**src/rtl/decode_pkg.sv**
```systemverilog
// decode_pkg: shared state, ALU, mux-select and instruction-class encodings for the multicycle decoder
package decode_pkg;
  localparam int STATE_BITS = 4;
  typedef enum logic [STATE_BITS-1:0] {
    S_FETCH, S_DECODE, S_EXECR, S_EXECI, S_ALUWB, S_MULEX, S_MULWB, S_MULWBHI,
    S_MEMADR, S_MEMRD, S_MEMWB, S_MEMWR, S_BRANCH, S_FPUREQ, S_FPUWAIT, S_FPUWB
  } state_t;
  typedef enum logic [2:0] {C_DP, C_MUL, C_MEM, C_BR, C_FPU} cls_t;
  localparam logic [2:0] ALU_ADD   = 3'b000;
  localparam logic [2:0] ALU_SUB   = 3'b001;
  localparam logic [2:0] ALU_AND   = 3'b010;
  localparam logic [2:0] ALU_ORR   = 3'b011;
  localparam logic [2:0] ALU_MUL   = 3'b100;
  localparam logic [2:0] ALU_UMULL = 3'b101;
  localparam logic [2:0] ALU_SMULL = 3'b110;
  localparam logic [1:0] RES_ALUOUT = 2'b00;
  localparam logic [1:0] RES_DATA   = 2'b01;
  localparam logic [1:0] RES_ALURES = 2'b10;
  localparam logic [1:0] RES_FPU    = 2'b11;
  localparam logic [1:0] SRCB_RM  = 2'b00;
  localparam logic [1:0] SRCB_IMM = 2'b01;
  localparam logic [1:0] SRCB_4   = 2'b10;
  localparam logic [3:0] MULOP_PATTERN = 4'b1001;
endpackage

```
**src/rtl/decode_ctrl.sv**
```systemverilog
// decode_ctrl: combinational instruction-class, ALU/multiply/FPU field and flag-enable decode
module decode_ctrl
  import decode_pkg::*;
(
  input  logic [1:0] op,
  input  logic [5:0] funct,
  input  logic [3:0] mul_op,
  output cls_t       cls,
  output logic [2:0] alu_ctrl,
  output logic [1:0] alu_flagw,
  output logic       alu_wr,
  output logic [2:0] mul_ctrl,
  output logic       mul_ok,
  output logic       mul_long,
  output logic [1:0] mul_flagw,
  output logic [1:0] fpu_ctrl,
  output logic [1:0] fpu_flagw
);
  logic is_add, is_sub, is_and, is_orr;
  always_comb begin
    is_add = funct[4:1] == 4'b0100;
    is_sub = funct[4:1] == 4'b0010;
    is_and = funct[4:1] == 4'b0000;
    is_orr = funct[4:1] == 4'b1100;
    cls = op == 2'b01 ? C_MEM : op == 2'b10 ? C_BR : op == 2'b11 ? C_FPU :
          (!funct[5] && mul_op == MULOP_PATTERN) ? C_MUL : C_DP;
    alu_ctrl = is_sub ? ALU_SUB : is_and ? ALU_AND : is_orr ? ALU_ORR : ALU_ADD;
    alu_flagw = {funct[0], funct[0] & (is_add | is_sub)};
    alu_wr = is_add | is_sub | is_and | is_orr;
    mul_ctrl = funct[3:1] == 3'b000 ? ALU_MUL : funct[3:1] == 3'b100 ? ALU_UMULL :
               funct[3:1] == 3'b110 ? ALU_SMULL : ALU_ADD;
    mul_ok = funct[3:1] inside {3'b000, 3'b100, 3'b110};
    mul_long = funct[3];
    mul_flagw = {funct[0] & mul_ok, 1'b0};
    fpu_ctrl = funct[2:1];
    fpu_flagw = {funct[0], 1'b0};
  end
endmodule

```
**src/rtl/multicycle_decode.sv**
```systemverilog
// multicycle_decode: main FSM sequencing fetch/decode/execute/writeback for the multicycle ARM-subset datapath
module multicycle_decode
  import decode_pkg::*;
#(
  parameter int MUL_CYCLES  = 4,
  parameter int FPU_TIMEOUT = 16,
  parameter int STATE_W     = 4
) (
  input  logic       clk,
  input  logic       reset,
  input  logic [1:0] Op,
  input  logic [5:0] Funct,
  input  logic [3:0] Rd,
  input  logic [3:0] MulOp,
  input  logic       CondEx,
  input  logic       fpu_done,
  output logic       PCWrite,
  output logic       AdrSrc,
  output logic       IRWrite,
  output logic       MemW,
  output logic       RegW,
  output logic       MulWrite,
  output logic       ALUSrcA,
  output logic [1:0] ALUSrcB,
  output logic [1:0] ResultSrc,
  output logic [1:0] ImmSrc,
  output logic [2:0] ALUControl,
  output logic [1:0] FPUControl,
  output logic [1:0] FlagW,
  output logic [1:0] FPUFlagW,
  output logic       fpu_start,
  output logic       busy,
  output logic       fpu_abort
);
  logic [STATE_W-1:0] state_q, state_d;
  logic [3:0] mul_cnt_q, mul_cnt_d;
  logic [7:0] fpu_cnt_q, fpu_cnt_d;
  logic mul_last, fpu_last;
  cls_t cls;
  logic [2:0] alu_ctrl, mul_ctrl;
  logic [1:0] alu_flagw, mul_flagw, fpu_ctrl, fpu_flagw;
  logic alu_wr, mul_ok, mul_long;

  decode_ctrl u_ctrl (
    .op(Op), .funct(Funct), .mul_op(MulOp), .cls(cls),
    .alu_ctrl(alu_ctrl), .alu_flagw(alu_flagw), .alu_wr(alu_wr),
    .mul_ctrl(mul_ctrl), .mul_ok(mul_ok), .mul_long(mul_long), .mul_flagw(mul_flagw),
    .fpu_ctrl(fpu_ctrl), .fpu_flagw(fpu_flagw)
  );

  always_comb begin
    mul_last = mul_cnt_q == 4'(MUL_CYCLES - 1);
    fpu_last = fpu_cnt_q == 8'(FPU_TIMEOUT - 1);
    state_d = S_FETCH;
    mul_cnt_d = '0;
    fpu_cnt_d = '0;
    case (state_q)
      S_FETCH:  state_d = S_DECODE;
      S_DECODE: state_d = !CondEx ? S_FETCH : cls == C_MEM ? S_MEMADR : cls == C_BR ? S_BRANCH :
                          cls == C_FPU ? S_FPUREQ : cls == C_MUL ? S_MULEX :
                          Funct[5] ? S_EXECI : S_EXECR;
      S_EXECR, S_EXECI: state_d = S_ALUWB;
      S_MULEX: begin
        state_d = !mul_ok ? S_FETCH : mul_last ? S_MULWB : S_MULEX;
        mul_cnt_d = (mul_ok && !mul_last) ? mul_cnt_q + 4'd1 : '0;
      end
      S_MULWB:   state_d = mul_long ? S_MULWBHI : S_FETCH;
      S_MEMADR:  state_d = Funct[0] ? S_MEMRD : S_MEMWR;
      S_MEMRD:   state_d = S_MEMWB;
      S_FPUREQ:  state_d = S_FPUWAIT;
      S_FPUWAIT: begin
        state_d = fpu_done ? S_FPUWB : fpu_last ? S_FETCH : S_FPUWAIT;
        fpu_cnt_d = (fpu_done || fpu_last) ? '0 : fpu_cnt_q + 8'd1;
      end
      default: state_d = S_FETCH;
    endcase
  end

  always_comb begin
    {PCWrite, AdrSrc, IRWrite, MemW, RegW, MulWrite, ALUSrcA, fpu_start, busy, fpu_abort} = '0;
    {ALUSrcB, ResultSrc, ImmSrc, FPUControl, FlagW, FPUFlagW} = '0;
    ALUControl = ALU_ADD;
    if (!reset) begin
      busy = state_q != S_FETCH;
      case (state_q)
        S_FETCH:  {IRWrite, PCWrite, ALUSrcA, ALUSrcB, ResultSrc} = {3'b111, SRCB_4, RES_ALURES};
        S_DECODE: {ALUSrcA, ALUSrcB, ResultSrc, ImmSrc} = {1'b1, SRCB_4, RES_ALURES, Op};
        S_EXECR, S_EXECI: begin
          ALUSrcB = state_q == S_EXECI ? SRCB_IMM : SRCB_RM;
          ALUControl = alu_ctrl;
          FlagW = alu_flagw;
        end
        S_ALUWB: begin
          RegW = alu_wr;
          PCWrite = alu_wr && Rd == 4'd15;
          ResultSrc = RES_ALUOUT;
        end
        S_MULEX: begin
          ALUControl = mul_ctrl;
          FlagW = mul_last ? mul_flagw : '0;
        end
        S_MULWB:   RegW = 1'b1;
        S_MULWBHI: MulWrite = 1'b1;
        S_MEMADR:  {ALUSrcB, ALUControl} = {SRCB_IMM, ALU_ADD};
        S_MEMRD:   AdrSrc = 1'b1;
        S_MEMWB:   {RegW, ResultSrc, PCWrite} = {1'b1, RES_DATA, Rd == 4'd15};
        S_MEMWR:   {AdrSrc, MemW} = 2'b11;
        S_BRANCH:  {ALUSrcA, ALUSrcB, ResultSrc, PCWrite} = {1'b1, SRCB_IMM, RES_ALURES, 1'b1};
        S_FPUREQ:  {fpu_start, FPUControl} = {1'b1, fpu_ctrl};
        S_FPUWAIT: {fpu_abort, FPUControl} = {!fpu_done && fpu_last, fpu_ctrl};
        S_FPUWB:   {RegW, ResultSrc, FPUControl, FPUFlagW} = {1'b1, RES_FPU, fpu_ctrl, fpu_flagw};
        default: ;
      endcase
    end
  end

  always_ff @(posedge clk or posedge reset)
    if (reset) begin
      state_q <= S_FETCH;
      mul_cnt_q <= '0;
      fpu_cnt_q <= '0;
    end else begin
      state_q <= state_d;
      mul_cnt_q <= mul_cnt_d;
      fpu_cnt_q <= fpu_cnt_d;
    end
endmodule
```
**config.mk**
```make
export PLATFORM = sky130hd
export DESIGN_NAME = multicycle_decode
export DESIGN_NICKNAME = d
export VERILOG_FILES = /design/src/rtl/decode_pkg.sv /design/src/rtl/decode_ctrl.sv /design/src/rtl/multicycle_decode.sv
export SDC_FILE = /design/constraint.sdc
export NUM_CORES = 1
export LEC_CHECK = 0
export CELL_PAD_IN_SITES_DETAIL_PLACEMENT = 0
export CELL_PAD_IN_SITES_GLOBAL_PLACEMENT = 1
export CORE_MARGIN = 2
export CORE_UTILIZATION = 36
export CTS_CLUSTER_DIAMETER = 120
export DETAILED_ROUTE_END_ITERATION = 12
export PLACE_DENSITY_LB_ADDON = 0.08
export SYNTH_ARGS = -nofsm -noshare
export SYNTH_HDL_FRONTEND = slang
export SYNTH_HIERARCHICAL = 1
export SYNTH_SLANG_ARGS = --single-unit
```
**constraint.sdc**
```tcl
create_clock -name clk -period 4.8 [get_ports clk]
set_clock_uncertainty 0.05 [all_clocks]
set_input_delay 0.96 -clock clk [delete_from_list [all_inputs] [get_ports clk]]
set_output_delay 0.96 -clock clk [all_outputs]
set_load 0.1 [all_outputs]
```
==> flow_metrics.py <==
metrics = {
    "timing": {
        "rsz0062_at_grt": "false",
        "fin_crit_sh": 0.8841,
        "setup_viol": 0,
        "tns_ns": 0,
        "fmax_mhz": 235.7,
        "hold_violations": 0,
        "worst_slew_pin_slew_ns": 0.9624,
        "period_minus_slack_ns": 4.243,
        "relSlewSlack": 0.3628,
        "drv_slew": 0,
    },
    "synthesis": {
        "synth_ff_type": "dfrtp_1",
        "syn_area_um2": 1458,
        "synthDistinctLibCells": 49,
        "syn_inst": 185,
        "synth.avg_cell_area_um2": 7.879,
        "ys_async_sr_fraction": 1.000,
        "yosys_warnings": 6,
        "synth_edf_count": 0,
        "ys_seq_area_frac": 0.2747,
        "yosys_register_bits": 16,
    },
    "grt": {
        "grt_pass1_wl_mm": 5.761,
        "met2_usage": 0.2647,
        "grt-busiest-layer": "met2",
        "grt_overflow": 0,
        "use_met1": 0.2254,
        "grt_pass1_vias": 1298,
        "globalRouteMet3Util": 0.03167,
        "grt_usage": 0.1643,
        "antenna_found_initial": 0,
        "grt_max_degree": 19,
    },
    "worst_setup_path": {
        "arrival_ns": 3.23,
        "r2r_end": "state_q[2]",
        "path_cells": "clkdlybuf4s50_1 > nor2b_1 > a211oi_1 > a21oi_1 > or3b_2 > a211oi_2 > buf_12",
        "worstSetupEndpointType": "output port",
        "worst-r2r-cell-count": 4,
        "critPathMaxFanout": 11,
        "critical_path_class": "primary input to output port",
        "cp_slowest_cell": "clkdlybuf4s50_1",
        "critical-path-top-delay-family": "buffers and inverters",
        "critPathBufInv": 2,
        "max_stage_delay_ns": 0.69,
        "reg2reg_from": "state_q[1]",
        "cp.required_ns": 3.79,
        "start_kind": "primary input",
        "r2r_slack_ns": 2.81,
    },
    "cts": {
        "postCtsHoldBufs": 0,
        "clkSlewWorstSetupHoldPaths_ns": 0.06,
        "htree_num_levels": 1,
        "cts_tree": "done",
        "tritoncts.num_buffers": 3,
        "cts_resized": 0,
        "cts_buffer_depth": 2,
        "post_cts.repair.setup_buffers": 0,
        "clock_sinks": 16,
        "clk_latency_ns": 0.25,
        "clockRootBuffer": "clkbuf_8",
    },
    "power_and_ir_drop": {
        "ir_drop_mv": 0.1985,
        "total_power_mw": 0.9830,
        "powerDensity_nw_per_um2": 501.7,
        "p_leak_nw": 0.8342,
    },
    "worst_hold_path": {
        "hold_class": "flop to flop",
        "hold_end": "mul_cnt_q[0]",
        "holdCritStartpoint": "mul_cnt_q[0]",
        "min_path_cells": 1,
    },
    "detailed_routing": {
        "drcViolationCount": 0,
        "ant_nets": 0,
        "vias_per_cell": 5.202,
        "first_pass_iters": 4,
        "vias": 1389,
        "drt_iter0_drc": 63,
        "totalWireLength_mm": 3.539,
        "wl_per_cell_um": 13.25,
    },
    "layout": {
        "n_fill_cell": 382,
        "final_core_util": 0.4970,
        "drive_above_1_share": 0.1843,
        "final_cell_mix": "nor2_1 (28), clkdlybuf4s50_1 (19), buf_4 (18)",
        "area_growth_pct": 34.42,
        "seq_area_um2": 400.4,
        "antenna_cells": 0,
        "final_common_cell": "nor2_1",
        "multiInputGateArea_um2": 949.7,
        "nNetsFinal": 242,
    },
    "floorplan": {
        "die_x_um": 67.63,
        "die_area_um2": 4574,
        "start_util": 0.3697,
        "placementRows": 23,
        "core_um2": 3943,
        "io_pins": 45,
        "die_h_um": 67.63,
    },
    "status": {
        "status": "complete, no violations",
    },
    "place": {
        "port_buffers": 43,
        "routabilityCongestion": 0.8226,
        "hpwl_mm": 2.743,
    },
    "flow_run": {
        "max-cap-violations": 0,
    },
}
worst max path at each step:
stage	start	to	slack [ns]	depth (start not counted)
2_1_floorplan	reset	ResultSrc[1]	0.08	3
3_3_place_gp	Funct[3]	PCWrite	0.66	7
3_5_place_dp	Funct[3]	PCWrite	0.58	7
4_1_cts	Funct[3]	PCWrite	0.58	7
5_1_grt	Funct[3]	PCWrite	0.46	7
6_report	Funct[3]	PCWrite	0.56	7
layout make-up:
cell class	instances	area share
Clock buffer	4	0.02810
Inverter	7	0.01341
Multi-Input combinational cell	146	0.4847
Sequential cell	16	0.2043
Tap cell	50	0.03193
Timing Repair Buffer	44	0.2375
routing by layer:
metal  wire (um)  vias to the layer above
met4           0                        0
li1            -                      700
met3         130                        0
met1        1690                      656
met2        1718                       33
met5           0                        -
registers in the layout, summed over array words and instances (netlist names):
| name | flops |
|---|---|
| fpu_cnt_q | 8 |
| mul_cnt_q | 4 |
| state_q | 4 |
cell usage after synthesis, drive strengths merged, types with 2 or more instances:
cell type | count | share of area
o21ai | 4 | 0.014
a22oi | 6 | 0.031
and2 | 8 | 0.034
dfrtp | 16 | 0.27
nand3b | 2 | 0.010
nor4b | 4 | 0.034
nor3 | 5 | 0.017
xor2 | 4 | 0.024
inv | 7 | 0.018
nor3b | 2 | 0.010
a211oi | 2 | 0.010
nor2b | 8 | 0.034
nor2 | 28 | 0.072
xnor2 | 7 | 0.042
ha | 4 | 0.034
or4b | 2 | 0.014
or3b | 3 | 0.018
and3 | 4 | 0.017
clkbuf | 5 | 0.013
nor4 | 2 | 0.013
or3 | 5 | 0.022
a21oi | 10 | 0.034
nand3 | 8 | 0.031
and4 | 2 | 0.012
buf | 13 | 0.064
nand2 | 10 | 0.026
metrics by stage:
step | setup slack, ns | area [um2] | hold WS [ns] | instances
floorplan | 0.07917 | 1488 | 0.3804 | 187
global placement | 0.6623 | 1904 | 0.3988 | 263
detailed placement | 0.5817 | 1904 | 0.4031 | 263
CTS | 0.5798 | 1959 | 0.4114 | 267
global route | 0.4619 | 1959 | 0.4411 | 267
finish | 0.5565 | 1959 | 0.4059 | 267
report_power, final:
part	internal (mW)	switching [mW]	leakage, nW	total (mW)
clock network	0.0727	0.0449	0.0288	0.118
logic	0.202	0.445	0.586	0.647
registers	0.152	0.0669	0.219	0.219
logic make-up (layout without fill, tap and decap cells):
family,Yosys count,count (layout),synth area share
other,1,3,0.002573
AOI/OAI and AO/OA,29,29,0.1253
DFF,16,16,0.2747
and+or+nand+nor,97,97,0.3880
muxes,2,2,0.01459
xor gates and xnor gates,11,11,0.06609
buffers and inverters,25,55,0.09442
adders and majority gates,4,4,0.03434
Power figures use the tool's default switching activity.
